**src/rtl/keypad_scan_decoder.sv**
```systemverilog
// keypad_scan_decoder
//   Turns the PS/2 scan-code byte stream into per-key held levels and
//   one-cycle press pulses for keypad 2/4/5/6/8 and keypad Enter.
//   Handles make, break (F0) and extended (E0) prefixes. Typematic repeats
//   produce no extra pulse. A sequence that stalls between bytes is dropped
//   by a timeout.
// Ports
//   clk, reset         system clock, synchronous active-high reset
//   byteValid/byteData one-cycle strobe plus received scan-code byte
//   key*IsPressed      held level per key
//   keyPressPulse[5:0] 0->1 pulse per key, order {Enter,8,6,5,4,2}
//   seqError           pulse on an illegal prefix byte or a sequence timeout
module keypad_scan_decoder #(
  parameter logic [31:0] TIMEOUT_CYCLES = 32'd2_500_000,
  parameter bit          ARROWS_ALIAS   = 1'b1
) (
  input  logic       clk,
  input  logic       reset,
  input  logic       byteValid,
  input  logic [7:0] byteData,
  output logic       key2IsPressed,
  output logic       key4IsPressed,
  output logic       key5IsPressed,
  output logic       key6IsPressed,
  output logic       key8IsPressed,
  output logic       keyEnterIsPressed,
  output logic [5:0] keyPressPulse,
  output logic       seqError
);
  localparam logic [1:0] IDLE    = 2'd0;
  localparam logic [1:0] EXT     = 2'd1;
  localparam logic [1:0] BRK     = 2'd2;
  localparam logic [1:0] EXT_BRK = 2'd3;

  localparam logic [7:0] PFX_EXT = 8'hE0;
  localparam logic [7:0] PFX_BRK = 8'hF0;

  logic [1:0]  r_state, w_state_nxt;
  logic [31:0] r_tcnt;
  logic [5:0]  r_held, w_held_nxt;
  logic [5:0]  r_pulse;
  logic        r_serr, w_serr_nxt;
  logic        w_ext, w_brk, w_timeout;
  logic [5:0]  w_mask;

  // In IDLE both flags are 0, so a plain byte there decodes as a
  // non-extended make.
  assign w_ext     = (r_state == EXT) || (r_state == EXT_BRK);
  assign w_brk     = (r_state == BRK) || (r_state == EXT_BRK);
  assign w_timeout = (r_state != IDLE) && (r_tcnt == TIMEOUT_CYCLES - 32'd1);

  // Key bit addressed by the current byte; zero for unmapped codes.
  always_comb begin
    w_mask = '0;
    case (byteData)
      8'h72: if (!w_ext || ARROWS_ALIAS) w_mask = 6'b000001;
      8'h6B: if (!w_ext || ARROWS_ALIAS) w_mask = 6'b000010;
      8'h73: if (!w_ext)                 w_mask = 6'b000100;
      8'h74: if (!w_ext || ARROWS_ALIAS) w_mask = 6'b001000;
      8'h75: if (!w_ext || ARROWS_ALIAS) w_mask = 6'b010000;
      8'h5A: if (w_ext)                  w_mask = 6'b100000;
      default: ;
    endcase
  end

  always_comb begin
    w_state_nxt = r_state;
    w_held_nxt  = r_held;
    w_serr_nxt  = 1'b0;
    if (byteValid) begin
      // A byte always wins over a timeout expiring in the same cycle.
      case (r_state)
        IDLE: begin
          if (byteData == PFX_EXT)      w_state_nxt = EXT;
          else if (byteData == PFX_BRK) w_state_nxt = BRK;
          else                          w_held_nxt  = r_held | w_mask;
        end
        EXT: begin
          if (byteData == PFX_BRK)      w_state_nxt = EXT_BRK;
          else if (byteData == PFX_EXT) w_serr_nxt  = 1'b1;
          else begin
            w_held_nxt  = r_held | w_mask;
            w_state_nxt = IDLE;
          end
        end
        default: begin
          w_state_nxt = IDLE;
          if (byteData == PFX_EXT || byteData == PFX_BRK) w_serr_nxt = 1'b1;
          else if (w_brk) w_held_nxt = r_held & ~w_mask;
        end
      endcase
    end else if (w_timeout) begin
      w_state_nxt = IDLE;
      w_serr_nxt  = 1'b1;
    end
  end

  always_ff @(posedge clk) begin
    if (reset) begin
      r_state <= IDLE;
      r_tcnt  <= '0;
      r_held  <= '0;
      r_pulse <= '0;
      r_serr  <= 1'b0;
    end else begin
      r_state <= w_state_nxt;
      r_held  <= w_held_nxt;
      r_pulse <= w_held_nxt & ~r_held;
      r_serr  <= w_serr_nxt;
      // Saturating count of idle cycles inside a sequence.
      if (byteValid || w_timeout)
        r_tcnt <= '0;
      else if (r_state != IDLE && r_tcnt != TIMEOUT_CYCLES - 32'd1)
        r_tcnt <= r_tcnt + 32'd1;
    end
  end

  assign key2IsPressed     = r_held[0];
  assign key4IsPressed     = r_held[1];
  assign key5IsPressed     = r_held[2];
  assign key6IsPressed     = r_held[3];
  assign key8IsPressed     = r_held[4];
  assign keyEnterIsPressed = r_held[5];
  assign keyPressPulse     = r_pulse;
  assign seqError          = r_serr;
endmodule

```
**config.mk**
```make
export PLATFORM = sky130hd
export DESIGN_NAME = keypad_scan_decoder
export DESIGN_NICKNAME = d
export VERILOG_FILES = /design/src/rtl/keypad_scan_decoder.sv
export SDC_FILE = /design/constraint.sdc
export NUM_CORES = 1
export LEC_CHECK = 0
export ABC_AREA = 0
export CAP_MARGIN = 40
export CORE_ASPECT_RATIO = 0.75
export CORE_MARGIN = 1.5
export CORE_UTILIZATION = 40
export DETAILED_ROUTE_END_ITERATION = 8
export SLEW_MARGIN = 20
export SYNTH_ARGS = -nofsm -noshare
export SYNTH_HDL_FRONTEND = slang
export SYNTH_SLANG_ARGS = --single-unit
export TNS_END_PERCENT = 50
```
**constraint.sdc**
```tcl
create_clock -name clk -period 2.1 [get_ports clk]
set_clock_uncertainty 0.2 [all_clocks]
set_input_delay 0.63 -clock clk [delete_from_list [all_inputs] [get_ports clk]]
set_output_delay 0.63 -clock clk [all_outputs]
set_load 0.1 [all_outputs]
```
# [Yosys cells after proc, flatten, opt, wreduce, memory -nomap -nowiden]
# Index checks and enable logic that the tools add are counted.
[word_totals] register_bits=47 latch_bits=0 mem_bits_rw=0 romBits=0 in_bits=11 output_inout_bits=13 memories=0
[op_classes] n_addsub=1 n_mul=0 n_div=0 n_lt_le_gt_ge=0 n_eq_ne=15 n_shift=0 n_mux=24 bitwise=5 reduce_logical=11
[op_table] cell="$eq A8 B7 Y1 const B" count=6
[op_table] cell="$mux W6" count=8
[op_table] cell="$pmux W6 S6" count=1
[op_table] cell="$add A32 B1 Y32 const B" count=1
[op_table] cell="$eq A32 B22 Y1 const B" count=1
[op_table] cell="$ne A32 B22 Y1 const B" count=1
[op_table] cell="$eq A8 B8 Y1 const B" count=2
[op_table] cell="$and A6 B6 Y6" count=2
[op_table] cell="$mux W2" count=6
[op_table] cell="$not A6 Y6" count=2
[op_table] cell="$pmux W6 S2" count=1
[op_table] cell="$or A6 B6 Y6" count=1
[op_table] cell="$mux W1" count=5
[op_table] cell="$eq A2 B2 Y1 const B" count=2
[op_table] cell="$logic_or A1 B1 Y1" count=4
[op_table] cell="$ne A4 B3 Y1 const B" count=1
[op_table] cell="$ne A4 B4 Y1 const B" count=1
[op_table] cell="$pmux W2 S2" count=1
[op_table] cell="$reduce_bool A2 Y1" count=2
[op_table] cell="$mux W3" count=1
[op_table] cell="$reduce_and A3 Y1" count=1
[op_table] cell="$eq A2 B1 Y1 const B" count=1
[op_table] cell="$logic_and A1 B1 Y1" count=2
[op_table] cell="$logic_not A2 Y1" count=1
[op_table] cell="2 further kinds" count=2

# [Longest topological paths before layout]
# Gate-level depths: netlist (run 1).
[depth] word_depth=11 mapped_depth=7 depth_no_buf=6

# [Worst setup path before layout (run 1)]
# No wires, ideal clock.
[synth_path] kind="input-to-reg" from="input port reset" to="register r_tcnt[16]" setup_ns=0.101 arrival_time_ns=1.698 required_time_ns=1.799 slack_ns=0.101 stages=6 path_buffers=2 cell_sequence="clkbuf_1 -> or2_2 -> a21oi_2 -> nand2_1 -> buf_2 -> o41ai_1"
[synth_via] elab_chain_len=1
[synth_rtl] element="from (decl)" line="18" source="input logic reset,"
[synth_rtl] element="$reduce_or A2 Y1 (no line)"
[synth_rtl] element="to (signal assigned)" line="114" source="r_tcnt <= r_tcnt + 32'd1;"
[synth_rtl] element="to (decl)" line="39" source="logic [31:0] r_tcnt;"
# Every way passes these cells.
# A chain may end at the register's enable or synchronous reset.

# [Final worst setup path (run 1)]
[layout_path] from="input port byteData[3]" to="register r_state[0]"
[layout_via] elab_chain_len=4 elab_cells_between_ends=9 cone_classes="eq/ne (4); mux (4); reduce/logical (1)"
[layout_rtl] element="from (decl)" line="20" source="input logic [7:0] byteData,"
[layout_rtl] element="$eq A8 B8 Y1 (on tied branches)"
[layout_rtl] element="$mux W2 (on tied branches)" line="79, 74"
[layout_rtl] element="$pmux W2 S2" line="72" source="case (r_state)"
[layout_rtl] element="$mux W2" line="70" source="if (byteValid) begin"
[layout_rtl] element="to (signal assigned)" line="106" source="r_state <= w_state_nxt;"
[layout_rtl] element="to (decl)" line="38" source="logic [1:0] r_state, w_state_nxt;"
# Parallel ways exist; a longest one is shown, timed or not.

==> impl_metrics.tcl, run 1 <==
set metrics [dict create \
    r2r_cells 6 \
    grt_pass1_wl_um 9149 \
    hold_path_class "reg -> reg" \
    grt_pass1_vias 1891 \
    synthArstFlopShare 0 \
    antennaDiodeCount 0 \
    power.total_mw 1.679 \
    die_w_um 90.46 \
    clock.fmax_mhz 491.3 \
    drive_above_1_share 0.2614 \
    gp_congestion 0.8371 \
    slowest_delay_ns 0.53 \
    powerDensity_nw_per_um2 538.1 \
    synth_edf_count 0 \
    vias 2040 \
    synth_flop_cell "dfxtp_1" \
    maxSlewViolCount 0 \
    synth_cell_types 49 \
    syn_inst 252 \
    fin_crit_sh 0.9692 \
    clock_latency_ns 0.30 \
    ys_seq_elements 47 \
    start_util 0.4219 \
    finalSetupTns_ns 0 \
    synth_seq_area_share 0.4100 \
    rows 23 \
    outcome "finished clean" \
    cts_root_buffer "clkbuf_8" \
    cp_max_fo 3 \
    worst-setup-path-type "in -> reg" \
    r2r_start "r_tcnt[14]$_SDFFE_PP0P_" \
    grt_use_total 0.1875 \
    sw_frac_of_total 0.2126 \
    fin_crit_ns 2.035 \
    worstSetupStartpoint "byteData[3]" \
    cts.reportedPaths.clkPinSlew_ns 0.09 \
    grt_max_degree 16 \
    postCtsHoldBufs 0 \
    dr.pass1.iters 5 \
    r2r_slack_ns 0.14 \
    cts_tree "built" \
    ir_drop_v 0.0003222 \
    layout.nets 317 \
    ys_warn_count 0 \
    core_um2 5439 \
    cp_slowest_cell "or4_4" \
    syn-num-nets 264 \
    leakage_nw 1.225 \
    drt_iter0_markers 139 \
    crit_path_end_kind "flop" \
    power.switching_mw 0.3570 \
    setup_viol_count_final 0 \
    pin_count 24 \
    antenna_found_initial 0 \
    timing.final.ws_setup_ns 0.06473 \
    hold_start "r_held[0]$_SDFF_PP0_" \
    h-tree-depth 2 \
    power_frac_seq 0.531 \
    cts_sinks 47 \
    drc_errors 0 \
    min_path_cells 1 \
    finalHoldViolations 0 \
    relSlewSlack 0.6617 \
    cp_cell_sequence "clkdlybuf4s50_1 > nand2b_4 > or4_4 > nor2_4 > nand2_1 > a21oi_1" \
    rr_endpoint "r_tcnt[14]$_SDFFE_PP0P_" \
    share_comb_of_total_power 0.054 \
    clock_power_share 0.415 \
    worstHoldEndpoint "keyPressPulse[0]$_SDFF_PP0_" \
    start_kind "input port" \
    pre_cts_ws_ns -0.3469 \
    numCtsBuffers 5 \
    vias_per_cell 5.354 \
    wl_per_cell_um 14.15 \
    postLayoutCoreUtil 0.5737 \
    grt_overflow 0 \
    die_h_um 68.60 \
    clockBufferDepth 2 \
    synth_area_per_cell_um2 9.106 \
    dp_hpwl_um 3966 \
    wl_um 5393 \
    tightest_slew_ns 0.5055 \
    area_growth_pct 35.99 \
    worstPathArrival_ns 2.07 \
    p_int_mw 1.322 \
    cap_violations 0 \
    portBuffers 23 \
    required_ns 2.14 \
    final.fill_count 479 \
    synth_area_um2 2295 \
    dieArea_um2 6205 \
    ant_nets 0 \
]
-- flip-flops by register name, summed over array words and instances (netlist names) --
register / flops
keyPressPulse: 6
r_held: 6
r_state: 2
r_tcnt: 32
seqError: 1
-- synthesized netlist by cell type, types with 2 or more instances --
cell      number  area share
nand4_1       10       0.027
o311ai_1       3       0.011
buf_2          2      0.0044
nor3_1         9       0.020
and4_1         2      0.0076
nor4bb_1       4       0.017
nor4b_1        2      0.0076
o31ai_1        7       0.023
nor2_1        27       0.044
and3_1         5       0.014
a22oi_1        2      0.0065
o21ai_0        3      0.0065
nor4_4         3       0.028
and2_1         2      0.0055
inv_1          6      0.0098
nand2_1       20       0.033
a31oi_1        2      0.0055
xor2_1        15       0.057
clkbuf_1       4      0.0065
or2_2          3      0.0082
nand4_2        2       0.011
o211ai_1       7       0.023
dfxtp_1       47        0.41
a21oi_1        5       0.011
or3_1          2      0.0055
and4_4         2      0.0098
mux2i_1        6       0.026
nor2_2         7       0.019
nand3_1       16       0.035
buf_6          2      0.0098
nand2b_1       5       0.014
nor4_1         3      0.0082
-- placed cells by master (no fill, tap or decap), types with 5 or more instances in the layout --
| cell type | n |
|---|---|
| buf_4 | 29 |
| mux2i_1 | 6 |
| nor2_1 | 26 |
| dlymetal6s2s_1 | 6 |
| clkbuf_8 | 6 |
| nand4_1 | 10 |
| xor2_1 | 15 |
| dfxtp_1 | 47 |
| buf_12 | 15 |
| nand2_1 | 20 |
| and3_1 | 5 |
| nor3_1 | 8 |
| a21oi_1 | 5 |
| nor2_2 | 7 |
| nand3_1 | 16 |
| o211ai_1 | 7 |
| o31ai_1 | 7 |
| inv_1 | 6 |
-- cells by family (layout without fill, tap and decap cells) --
group | count (synthesis) | count (layout) | share of synthesized area
AO/OA/AOI/OAI | 37 | 37 | 0.1227
AND/OR/NAND/NOR | 131 | 131 | 0.3441
multiplexers | 6 | 6 | 0.02617
XOR/XNOR | 16 | 16 | 0.06107
adder cells (fa/ha/maj) | 1 | 1 | 0.005452
flip-flops | 47 | 47 | 0.4100
buffers and inverters | 14 | 68 | 0.03053
-- power groups by stage --
stage                     clock network, mW  registers [mW]  logic [mW]
after floorplan                           0           0.915      0.0302
after global placement                    0           0.912      0.0846
after detailed placement                  0           0.912      0.0845
after CTS                             0.715           0.891      0.0840
after global routing                  0.744           0.892      0.0978
final                                 0.697           0.891      0.0913
-- worst max-delay path, delay by kind of cell --
kind | cells | cell delay (ns)
compound gates | 1 | 0.14
buf+inv | 1 | 0.42
simple gates | 4 | 0.88
-- per-layer routing --
layer / track usage / vias up / share of wire
met5: 0 / - / 0
li1: - / 1032 / -
met2: 0.2735 / 40 / 0.40
met3: 0.03947 / 4 / 0.045
met1: 0.2725 / 964 / 0.54
met4: 0.06548 / 0 / 0.0093
-- metrics by stage --
| stage | hold slack (ns) | cells | area (um2) |
|---|---|---|---|
| 2_1_floorplan | 0.2763 | 252 | 2295 |
| 6_report | 0.3161 | 381 | 3120 |
| 3_3_place_gp | 0.3019 | 372 | 2939 |
| 3_5_place_dp | 0.3027 | 372 | 2939 |
| 5_1_grt | 0.3324 | 381 | 3120 |
| 4_1_cts | 0.3185 | 380 | 3058 |
-- how the worst max path moves through the flow --
stage	end	slack, ns	cells after the start
6_report	r_state[0]$_SDFFE_PP0P_	0.06	6
5_1_grt	keyPressPulse[3]$_SDFF_PP0_	-0.006	7
4_1_cts	r_state[0]$_SDFFE_PP0P_	-0.0007	6
3_5_place_dp	r_state[0]$_SDFFE_PP0P_	-0.35	6
3_3_place_gp	r_tcnt[3]$_SDFFE_PP0P_	-0.35	6
2_1_floorplan	r_tcnt[16]$_SDFFE_PP0P_	0.10	6
-- area by class of cell --
cell class,instances,area (um2),share of cell area
clock buffer,6,82.58,0.02646
multi-input combinational,191,1314,0.4210
tap,75,93.84,0.03007
timing repair buffer,54,631.9,0.2025
inverter,6,22.52,0.007217
clock inverter,2,35.03,0.01123
sequential,47,940.9,0.3015
-- timing repair --
item | CTS | global route
endpoints found under the setup margin | 2 | 36
pin swaps | 0 | 7
gates resized for setup | 2 | 11
buffers inserted | 0 | 1
(Power assumes the default switching activity.)
==> run 2: changes to the inputs <==
--- a/config.mk
+++ b/config.mk
@@ -10,6 +10,7 @@
 export CORE_ASPECT_RATIO = 0.75
 export CORE_MARGIN = 1.5
 export CORE_UTILIZATION = 40
+export CTS_CLUSTER_SIZE = 28
 export DETAILED_ROUTE_END_ITERATION = 8
 export SLEW_MARGIN = 20
 export SYNTH_ARGS = -nofsm -noshare
==> results of run 2 <==
No change in the layout: final DEF, timing and power equal those of run 1.
==> run 3: changes to the inputs <==
--- a/config.mk
+++ b/config.mk
@@ -10,7 +10,6 @@
 export CORE_ASPECT_RATIO = 0.75
 export CORE_MARGIN = 1.5
 export CORE_UTILIZATION = 40
-export CTS_CLUSTER_SIZE = 28
 export DETAILED_ROUTE_END_ITERATION = 8
 export SLEW_MARGIN = 20
 export SYNTH_ARGS = -nofsm -noshare
==> results of run 3 <==
No change in the layout: final DEF, timing and power equal those of run 1.
